`src/rtl/dram_req_bridge_if.sv`:
```
// Memory-side command/response bus of the DRAM request bridge.
// The master drives commands and consumes read responses.
interface dram_req_bridge_if;
  logic        mem_cmd_valid;
  logic        mem_cmd_ready;
  logic        mem_cmd_we;
  logic [31:0] mem_cmd_addr;
  logic [31:0] mem_cmd_wdata;
  logic [3:0]  mem_cmd_wstrb;
  logic        mem_rsp_valid;
  logic [31:0] mem_rsp_rdata;

  modport master (
    output mem_cmd_valid, mem_cmd_we, mem_cmd_addr, mem_cmd_wdata, mem_cmd_wstrb,
    input  mem_cmd_ready, mem_rsp_valid, mem_rsp_rdata
  );

  modport slave (
    input  mem_cmd_valid, mem_cmd_we, mem_cmd_addr, mem_cmd_wdata, mem_cmd_wstrb,
    output mem_cmd_ready, mem_rsp_valid, mem_rsp_rdata
  );
endinterface

```
`src/rtl/dram_req_bridge.sv`:
```
// Converts one-cycle byte/half/word load-store triggers into a single word-wide
// memory command, extracts and extends load lanes, and abandons stalled requests.
module dram_req_bridge #(
  parameter int unsigned TIMEOUT_CYCLES = 255
) (
  input  logic        CLK,
  input  logic        RST,
  input  logic [31:0] w_dram_addr,
  input  logic [31:0] w_dram_wdata,
  input  logic        w_dram_we_t,
  input  logic        w_dram_le,
  input  logic [2:0]  w_dram_ctrl,
  output logic [31:0] w_dram_odata,
  output logic        w_dram_busy,
  output logic        err,
  dram_req_bridge_if.master mem
);

  typedef enum logic [1:0] {IDLE, CMD, RSP} state_t;

  localparam logic [15:0] TIMEOUT = 16'(TIMEOUT_CYCLES);

  state_t      r_state;
  logic [15:0] r_cnt;
  logic [2:0]  r_ctrl;
  logic [1:0]  r_lane;
  logic [31:0] r_odata;
  logic        r_err;
  logic        r_cmd_valid;
  logic        r_cmd_we;
  logic [31:0] r_cmd_addr;
  logic [31:0] r_cmd_wdata;
  logic [3:0]  r_cmd_wstrb;

  logic        w_trigger;
  logic        w_legal;
  logic        w_misaligned;
  logic        w_reject;
  logic [31:0] w_cmd_wdata;
  logic [3:0]  w_cmd_wstrb;
  logic [7:0]  w_byte;
  logic [15:0] w_half;
  logic [31:0] w_load_data;

  assign w_trigger    = w_dram_we_t | w_dram_le;
  assign w_legal      = w_dram_ctrl inside {3'b000, 3'b001, 3'b010, 3'b100, 3'b101};
  assign w_misaligned = ((w_dram_ctrl[1:0] == 2'b01) && w_dram_addr[0]) ||
                        ((w_dram_ctrl[1:0] == 2'b10) && (w_dram_addr[1:0] != 2'b00));
  assign w_reject     = !w_legal || w_misaligned;

  assign w_dram_busy  = !RST && ((r_state != IDLE) || w_trigger);
  assign w_dram_odata = r_odata;
  assign err          = r_err;

  assign mem.mem_cmd_valid = r_cmd_valid;
  assign mem.mem_cmd_we    = r_cmd_we;
  assign mem.mem_cmd_addr  = r_cmd_addr;
  assign mem.mem_cmd_wdata = r_cmd_wdata;
  assign mem.mem_cmd_wstrb = r_cmd_wstrb;

  // Store lanes are replicated so the memory only needs the strobes to pick bytes.
  // NOTE: defaults come first so every path assigns every output and no latch is inferred.
  always_comb begin
    w_cmd_wdata = '0;
    w_cmd_wstrb = '0;
    if (w_dram_we_t) begin
      case (w_dram_ctrl[1:0])
        2'b00: begin
          w_cmd_wstrb = 4'b0001 << w_dram_addr[1:0];
          w_cmd_wdata = {4{w_dram_wdata[7:0]}};
        end
        2'b01: begin
          w_cmd_wstrb = w_dram_addr[1] ? 4'b1100 : 4'b0011;
          w_cmd_wdata = {2{w_dram_wdata[15:0]}};
        end
        default: begin
          w_cmd_wstrb = 4'b1111;
          w_cmd_wdata = w_dram_wdata;
        end
      endcase
    end
  end

  always_comb begin
    w_byte = '0;
    case (r_lane)
      2'd0: w_byte = mem.mem_rsp_rdata[7:0];
      2'd1: w_byte = mem.mem_rsp_rdata[15:8];
      2'd2: w_byte = mem.mem_rsp_rdata[23:16];
      2'd3: w_byte = mem.mem_rsp_rdata[31:24];
      default: w_byte = '0;
    endcase
    w_half = r_lane[1] ? mem.mem_rsp_rdata[31:16] : mem.mem_rsp_rdata[15:0];
    case (r_ctrl)
      3'b000:  w_load_data = {{24{w_byte[7]}}, w_byte};
      3'b100:  w_load_data = {24'h0, w_byte};
      3'b001:  w_load_data = {{16{w_half[15]}}, w_half};
      3'b101:  w_load_data = {16'h0, w_half};
      default: w_load_data = mem.mem_rsp_rdata;
    endcase
  end

  // NOTE: registers use non-blocking assignments so every flop samples pre-edge values.
  always_ff @(posedge CLK) begin
    if (RST) begin
      r_state     <= IDLE;
      r_cnt       <= '0;
      r_ctrl      <= '0;
      r_lane      <= '0;
      r_odata     <= '0;
      r_err       <= 1'b0;
      r_cmd_valid <= 1'b0;
      r_cmd_we    <= 1'b0;
      r_cmd_addr  <= '0;
      r_cmd_wdata <= '0;
      r_cmd_wstrb <= '0;
    end else begin
      unique case (r_state)
        IDLE: begin
          if (w_trigger) begin
            if (w_reject) begin
              r_err <= 1'b1;
            end else begin
              r_state     <= CMD;
              r_cnt       <= '0;
              r_ctrl      <= w_dram_ctrl;
              r_lane      <= w_dram_addr[1:0];
              r_cmd_valid <= 1'b1;
              r_cmd_we    <= w_dram_we_t;
              r_cmd_addr  <= {w_dram_addr[31:2], 2'b00};
              r_cmd_wdata <= w_cmd_wdata;
              r_cmd_wstrb <= w_cmd_wstrb;
            end
          end
        end
        CMD: begin
          if (mem.mem_cmd_ready) begin
            r_cmd_valid <= 1'b0;
            r_cnt       <= r_cnt + 16'd1;
            r_state     <= r_cmd_we ? IDLE : RSP;
          end else if (r_cnt == TIMEOUT) begin
            r_cmd_valid <= 1'b0;
            r_err       <= 1'b1;
            r_odata     <= '1;
            r_state     <= IDLE;
          end else begin
            r_cnt <= r_cnt + 16'd1;
          end
        end
        RSP: begin
          if (mem.mem_rsp_valid) begin
            r_odata <= w_load_data;
            r_state <= IDLE;
          end else if (r_cnt == TIMEOUT) begin
            r_err   <= 1'b1;
            r_odata <= '1;
            r_state <= IDLE;
          end else begin
            r_cnt <= r_cnt + 16'd1;
          end
        end
        default: r_state <= IDLE;
      endcase
    end
  end

endmodule

```
`src/flat_wrapper.sv`:
```
// flat-port wrapper written by rule: the top's interface ports become plain ports
module dram_req_bridge_flat 
#(
  parameter int unsigned TIMEOUT_CYCLES = 255
)
  (CLK, RST, w_dram_addr, w_dram_wdata, w_dram_we_t, w_dram_le, w_dram_ctrl, w_dram_odata, w_dram_busy, err, mem_mem_cmd_valid, mem_mem_cmd_we, mem_mem_cmd_addr, mem_mem_cmd_wdata, mem_mem_cmd_wstrb, mem_mem_cmd_ready, mem_mem_rsp_valid, mem_mem_rsp_rdata);
  dram_req_bridge_if mem_i ();
  input  logic CLK;
  input  logic RST;
  input  logic [31:0] w_dram_addr;
  input  logic [31:0] w_dram_wdata;
  input  logic w_dram_we_t;
  input  logic w_dram_le;
  input  logic [2:0] w_dram_ctrl;
  output logic [31:0] w_dram_odata;
  output logic w_dram_busy;
  output logic err;
  output wire logic [$bits(mem_i.mem_cmd_valid)-1:0] mem_mem_cmd_valid;
  output wire logic [$bits(mem_i.mem_cmd_we)-1:0] mem_mem_cmd_we;
  output wire logic [$bits(mem_i.mem_cmd_addr)-1:0] mem_mem_cmd_addr;
  output wire logic [$bits(mem_i.mem_cmd_wdata)-1:0] mem_mem_cmd_wdata;
  output wire logic [$bits(mem_i.mem_cmd_wstrb)-1:0] mem_mem_cmd_wstrb;
  input wire logic [$bits(mem_i.mem_cmd_ready)-1:0] mem_mem_cmd_ready;
  input wire logic [$bits(mem_i.mem_rsp_valid)-1:0] mem_mem_rsp_valid;
  input wire logic [$bits(mem_i.mem_rsp_rdata)-1:0] mem_mem_rsp_rdata;
  assign mem_mem_cmd_valid = mem_i.mem_cmd_valid;
  assign mem_mem_cmd_we = mem_i.mem_cmd_we;
  assign mem_mem_cmd_addr = mem_i.mem_cmd_addr;
  assign mem_mem_cmd_wdata = mem_i.mem_cmd_wdata;
  assign mem_mem_cmd_wstrb = mem_i.mem_cmd_wstrb;
  assign mem_i.mem_cmd_ready = mem_mem_cmd_ready;
  assign mem_i.mem_rsp_valid = mem_mem_rsp_valid;
  assign mem_i.mem_rsp_rdata = mem_mem_rsp_rdata;
  dram_req_bridge #(.TIMEOUT_CYCLES(TIMEOUT_CYCLES)) u_core (.CLK(CLK), .RST(RST), .w_dram_addr(w_dram_addr), .w_dram_wdata(w_dram_wdata), .w_dram_we_t(w_dram_we_t), .w_dram_le(w_dram_le), .w_dram_ctrl(w_dram_ctrl), .w_dram_odata(w_dram_odata), .w_dram_busy(w_dram_busy), .err(err), .mem(mem_i));
endmodule
```
`config.mk`:
```
export PLATFORM = sky130hd
export DESIGN_NAME = dram_req_bridge_flat
export DESIGN_NICKNAME = d
export VERILOG_FILES = /design/src/rtl/dram_req_bridge_if.sv /design/src/rtl/dram_req_bridge.sv /design/src/flat_wrapper.sv
export SDC_FILE = /design/constraint.sdc
export NUM_CORES = 1
export LEC_CHECK = 0
export CAP_MARGIN = 20
export CORE_ASPECT_RATIO = 1.2
export CORE_MARGIN = 2
export CORE_UTILIZATION = 46
export CTS_CLUSTER_DIAMETER = 60
export DETAILED_ROUTE_END_ITERATION = 10
export PLACE_DENSITY = 0.91
export SYNTH_ARGS = -nofsm -noshare
export SYNTH_HDL_FRONTEND = slang
export SYNTH_SLANG_ARGS = --single-unit
```
`constraint.sdc`:
```
create_clock -name CLK -period 2.9 [get_ports CLK]
set_input_delay 0.58 -clock CLK [delete_from_list [all_inputs] [get_ports CLK]]
set_output_delay 0.58 -clock CLK [all_outputs]
set_load 0.005 [all_outputs]
```
After elaboration in Yosys (flattened, before gate mapping):

Index checks and enable logic that the tools add are counted.

* reductions and logical operators: 25
* multiplexer cells: 36
* bitwise gates (word level): 2
* shift-type cells: 1
* add/sub/neg operators: 1
* equality and inequality tests: 21

Operators with widths (number)
* 2-to-1 mux 32 bit: 4
* case mux 32 bit (2 select lines): 2
* case mux 32 bit (4 select lines): 1
* 2-to-1 mux 16 bit: 6
* case mux 16 bit (3 select lines): 1
* case mux 8 bit (4 select lines): 1
* adder 16 x 1 -> 16 bit (second input constant): 1
* equality test 16 x 8 -> 1 bit (second input constant): 1
* equality test 3 bit (second input constant): 4
* 2-to-1 mux 2 bit: 6
* 2-to-1 mux 1 bit: 9
* equality test 2 bit (second input constant): 4
* 2-to-1 mux 4 bit: 2
* case mux 4 bit (2 select lines): 1
* AND reduction 4 bit: 2
* nonzero test 2 bit: 4
* equality test 2 x 1 -> 1 bit (second input constant): 3
* equality test 3 x 1 -> 1 bit (second input constant): 2
* zero test 2 bit: 3
* zero test 3 bit: 2
* != test 2 bit (second input constant): 3
* case mux 2 bit (3 select lines): 1
* AND reduction 5 bit: 1
* nonzero test 5 bit: 1
* other kinds (14): 21

* input port bits: 105
* register bits after elaboration: 124
* output and inout port bits: 104
* logic and storage cells: 97

Longest topological paths before layout:

* depth after elaboration: 7
* mapped depth: 10
* mapped depth without buffers: 7

Worst setup path after synthesis:

OpenSTA, ideal clock, no wires.

* path kind: input to register
* start: input w_dram_addr[1]
* end: register u_core.r_cnt[3]
* path buffers: 3
* slack: 0.449 ns
* required time: 2.809 ns
* arrival time: 2.361 ns
* setup time: 0.091 ns
* cell stages on the path: 8
* cells stage by stage: or4_1 -> buf_2 -> a311o_1 -> buf_2 -> a21oi_1 -> buf_2 -> a21oi_1 -> a311oi_1

* cells in the longest elaborated chain, start to end: 6

Ends and longest elaborated chain
* from (decl): line flat_wrapper.sv:10 `input logic [31:0] w_dram_addr;`
* nonzero test 2 bit: line dram_req_bridge.sv:48 `((w_dram_ctrl[1:0] == 2'b10) && (w_dram_addr[1:0] != 2'b00));`
* logical AND 1 bit: line dram_req_bridge.sv:48
* logical OR 1 bit: line dram_req_bridge.sv:47 `assign w_misaligned = ((w_dram_ctrl[1:0] == 2'b01) && w_dram_addr[0]) ||`
* logical OR 1 bit: line dram_req_bridge.sv:49 `assign w_reject = !w_legal || w_misaligned;`
* != test 2 bit (no line)
* AND reduction 4 bit (no line)
* to (signal assigned): line dram_req_bridge.sv:139 `r_cnt <= r_cnt + 16'd1;`
* to (signal assigned): line dram_req_bridge.sv:147 `r_cnt <= r_cnt + 16'd1;`
* to (signal assigned): line dram_req_bridge.sv:159 `r_cnt <= r_cnt + 16'd1;`
* to (decl): line dram_req_bridge.sv:24 `logic [15:0] r_cnt;`

No other way between the ends.
A chain may end at the register's enable or synchronous reset.

Worst setup path after layout:

* start: register u_core.r_state[0]
* end: output w_dram_busy

* cells in the longest elaborated chain, start to end: 3

Ends and longest elaborated chain
* from (decl): line dram_req_bridge.sv:23 `state_t r_state;`
* from (signal assigned): line dram_req_bridge.sv:140 `r_state <= r_cmd_we ? IDLE : RSP;`
* nonzero test 2 bit: line dram_req_bridge.sv:51 `assign w_dram_busy = !RST && ((r_state != IDLE) || w_trigger);`
* logical OR 1 bit: line dram_req_bridge.sv:51
* logical AND 1 bit: line dram_req_bridge.sv:51
* to (decl): line flat_wrapper.sv:16 `output logic w_dram_busy;`

No other way between the ends.

==> results.sh <==
export IMPL_status="completed"
export IMPL_grt_pass1_vias=5907
export IMPL_cts_root_buf="clkbuf_16"
export IMPL_antenna_found_initial=0
export IMPL_ys_seq_area_share_pct=41.3
export IMPL_fin_crit_sh_pct=93.9
export IMPL_pwr_share_clk_pct=47.3
export IMPL_via_count=6177
export IMPL_cts_buffers=17
export IMPL_crit_start="u_core.r_state[0]$_SDFFE_PP0P_"
export IMPL_timing_rr_end="u_core.w_dram_odata[7]$_SDFFE_PP0P_"
export IMPL_cts_htree_levels=4
export IMPL_crit_type="reg -> out"
export IMPL_min_path_type="reg -> reg"
export IMPL_cts_tree="done"
export IMPL_maxCapViolCount=0
export IMPL_critPathArrivalTime_ns=2.14
export IMPL_synth_area_leader_cell="dfxtp_1"
export IMPL_final_net_count=1024
export IMPL_ff2ff_setup_slack_ns=0.32
export IMPL_coreArea_sq_mm=0.0127
export IMPL_skew_ns=0.00907
export IMPL_cts_resized=0
export IMPL_initialDrtViolationCount=596
export IMPL_nFillCells=933
export IMPL_grt_max_degree=110
export IMPL_path_clk_slew_ns=0.06
export IMPL_drive_gt1_share_pct=13.6
export IMPL_yosys_warnings=0
export IMPL_pwr_share_comb_pct=15.8
export IMPL_wl_per_cell_microns=17.1
export IMPL_cp_start_kind="flop"
export IMPL_gp_congestion=0.916
export IMPL_worstReg2RegStart="u_core.r_cnt[0]$_SDFFE_PP0P_"
export IMPL_timing_hold_violations_final=0
export IMPL_grt_overflow=0
export IMPL_leakage_nw=3.18
export IMPL_dp_hpwl_mm=13.0
export IMPL_die_area_sq_mm=0.0140
export IMPL_post_cts_buffers=0
export IMPL_cp_data_required_time_ns=2.32
export IMPL_n_antenna_cell=0
export IMPL_die_y_microns=129
export IMPL_grt_pass1_wl_mm=29.5
export IMPL_fin_crit_ns=2.72
export IMPL_ys_async_sr_fraction_pct=0
export IMPL_synth_seq_cells=124
export IMPL_die_w_microns=108
export IMPL_p_int_w=0.00373
export IMPL_fmax_mhz=367
export IMPL_switching_share_pct=24.9
export IMPL_wirelength_mm=18.6
export IMPL_area_delta_synth_final_pct=48.9
export IMPL_clock_sinks=124
export IMPL_grt_usage_pct=26.6
export IMPL_clk_latency_ns=0.41
export IMPL_ys_top_cells_by_area="dfxtp_1 (41%), nand2_1 (7.3%), a21oi_1 (5.7%)"
export IMPL_synth_cell_types=57
export IMPL_cp_end_kind="output pin"
export IMPL_finalMaxSlewViolations=0
export IMPL_ant_nets=0
export IMPL_p_seq_share_pct=36.9
export IMPL_syn_area_sq_mm=0.00601
export IMPL_yosysTopAreaCellShare_pct=41.3
export IMPL_pwr_density_cell_mw_per_mm2=555
export IMPL_rows=45
export IMPL_synthFlopType="dfxtp_1"
export IMPL_vdd_drop_max_uv=389
export IMPL_ios=209
export IMPL_portBuffers=206
export IMPL_setup_viol=0
export IMPL_holdWs_ns=0.452
export IMPL_synth_edf_count=0
export IMPL_maxSlewHeadroom_pct=48.5
export IMPL_worst_pin_slew_ns=0.769
export IMPL_reg2reg_depth=7
export IMPL_post_route_util_pct=70.3
export IMPL_synthCells=715
export IMPL_synth_avg_cell_area_sq_um=8.40
export IMPL_endpoint="w_dram_busy"
export IMPL_clockBufferDepth=2
export IMPL_vias_per_cell=5.66
export IMPL_p_switching_w=0.00124
export IMPL_drc=0
export IMPL_rsz0062_at_grt="false"
export IMPL_drt_pass1_iter_count=5
export IMPL_critPathMaxFanout=7
export IMPL_hold_buffers=0
export IMPL_start_util_pct=47.2
final cells by class:
| cell class | count | area (sq um) | share of cell area (%) |
|---|---|---|---|
| clock buffer | 21 | 480 | 5.37 |
| inverter | 49 | 184 | 2.06 |
| timing repair buffer | 235 | 2310 | 25.9 |
| tap | 164 | 205 | 2.29 |
| clock inverter | 11 | 179 | 2.00 |
| multi-input combinational | 487 | 3100 | 34.7 |
| sequential | 124 | 2480 | 27.7 |
critical path, stage by stage (launching register included):
cell	delay (ns)
dfxtp_1	0.40
inv_1	0.09
ha_1	0.29
nor3b_1	0.17
buf_4	0.15
nor2_1	0.09
clkdlybuf4s50_1	0.54
cell usage in the layout, fill, tap and decap left out, drive strengths merged, types with 2 or more instances in the layout:
master	instances
nand4	4
a31oi	6
bufinv	4
a21oi	68
a311oi	3
dfxtp	124
inv	52
clkbuf	21
nand2	117
buf	30
clkinv	2
a221oi	27
nand2b	3
a2111oi	2
nand3	7
nor4	3
o31ai	2
nor3	12
a22oi	43
conb	2
nor2	62
a41oi	3
a211oi	9
a21o	6
mux2	23
o21ai	27
and3	3
nor2b	8
a22o	2
o211ai	3
clkinvlp	2
o21a	7
clkdlybuf4s50	205
or4	5
nand3b	2
mux2i	9
ha	5
state kept, by name (all words and copies together), names as in the netlist:
signal                    count
u_core.mem.mem_cmd_addr      30
u_core.mem.mem_cmd_we         1
u_core.w_dram_odata          32
u_core.r_cnt                 16
u_core.mem.mem_cmd_wstrb      4
u_core.r_ctrl                 3
u_core.err                    1
u_core.mem.mem_cmd_valid      1
u_core.r_state                2
u_core.mem.mem_cmd_wdata     32
u_core.r_lane                 2
worst min path at each step:
stage,endpoint,depth (start not counted),start,slack [ns]
2_1_floorplan,u_core.r_ctrl[2]$_SDFFE_PP0P_,2,u_core.r_ctrl[2]$_SDFFE_PP0P_,0.44
3_3_place_gp,u_core.mem.mem_cmd_wstrb[0]$_SDFFE_PP0P_,2,u_core.mem.mem_cmd_wstrb[0]$_SDFFE_PP0P_,0.44
3_5_place_dp,u_core.mem.mem_cmd_wstrb[0]$_SDFFE_PP0P_,2,u_core.mem.mem_cmd_wstrb[0]$_SDFFE_PP0P_,0.45
4_1_cts,u_core.mem.mem_cmd_addr[10]$_SDFFE_PP0P_,2,u_core.mem.mem_cmd_addr[10]$_SDFFE_PP0P_,0.46
5_1_grt,u_core.w_dram_odata[17]$_SDFFE_PP0P_,2,u_core.w_dram_odata[17]$_SDFFE_PP0P_,0.47
6_report,u_core.mem.mem_cmd_addr[17]$_SDFFE_PP0P_,2,u_core.mem.mem_cmd_addr[17]$_SDFFE_PP0P_,0.45
power by group through the flow:
stage | Clock (W) | Combinational, W | Sequential [W]
CTS | 0.00237 | 0.000783 | 0.00183
detailed placement | 0 | 0.000773 | 0.00187
global placement | 0 | 0.000759 | 0.00186
global route | 0.00245 | 0.000848 | 0.00184
finish | 0.00235 | 0.000785 | 0.00183
floorplan | 0 | 0.000362 | 0.00186
kinds of logic after synthesis:
kind of cell               share of synthesized area (%)
buffers and inverters                               7.29
other                                             0.0624
DFF                                                 41.3
AOI/OAI and AO/OA                                   27.6
adders and majority gates                           1.04
and+or+nand+nor                                     16.5
muxes                                               6.18
per-stage QoR:
step	setup TNS (ns)	cell area, sq um	worst slack [ns]	power (W)	cells
2_1_floorplan	0	6010	0.449	0.00222	716
3_3_place_gp	0	8290	0.0155	0.00262	1059
3_5_place_dp	-0.242	8290	-0.0791	0.00264	1059
4_1_cts	0	8950	0.173	0.00499	1091
5_1_grt	0	8950	0.0723	0.00514	1091
6_report	0	8950	0.177	0.00497	1091
layer usage:
metal / wire length [microns] / GRT usage (%) / vias up
li1: - / - / 2913
met1: 7230 / 31.8 / 2898
met2: 9510 / 46.1 / 328
met3: 1500 / 7.09 / 38
met4: 398 / 9.20 / 0
met5: 0 / 0 / -
Yosys cell counts (8+ instances only):
cell and instances:
nand2_1 117, nor2_1 61, o21ai_0 27, inv_1 49, nor2b_1 8, mux2i_1 9
a21oi_1 68, dfxtp_1 124, clkbuf_1 41, nor3_1 12, mux2_2 23, a211oi_2 8
a22oi_1 43, a221oi_2 22
(Power assumes the default switching activity.)
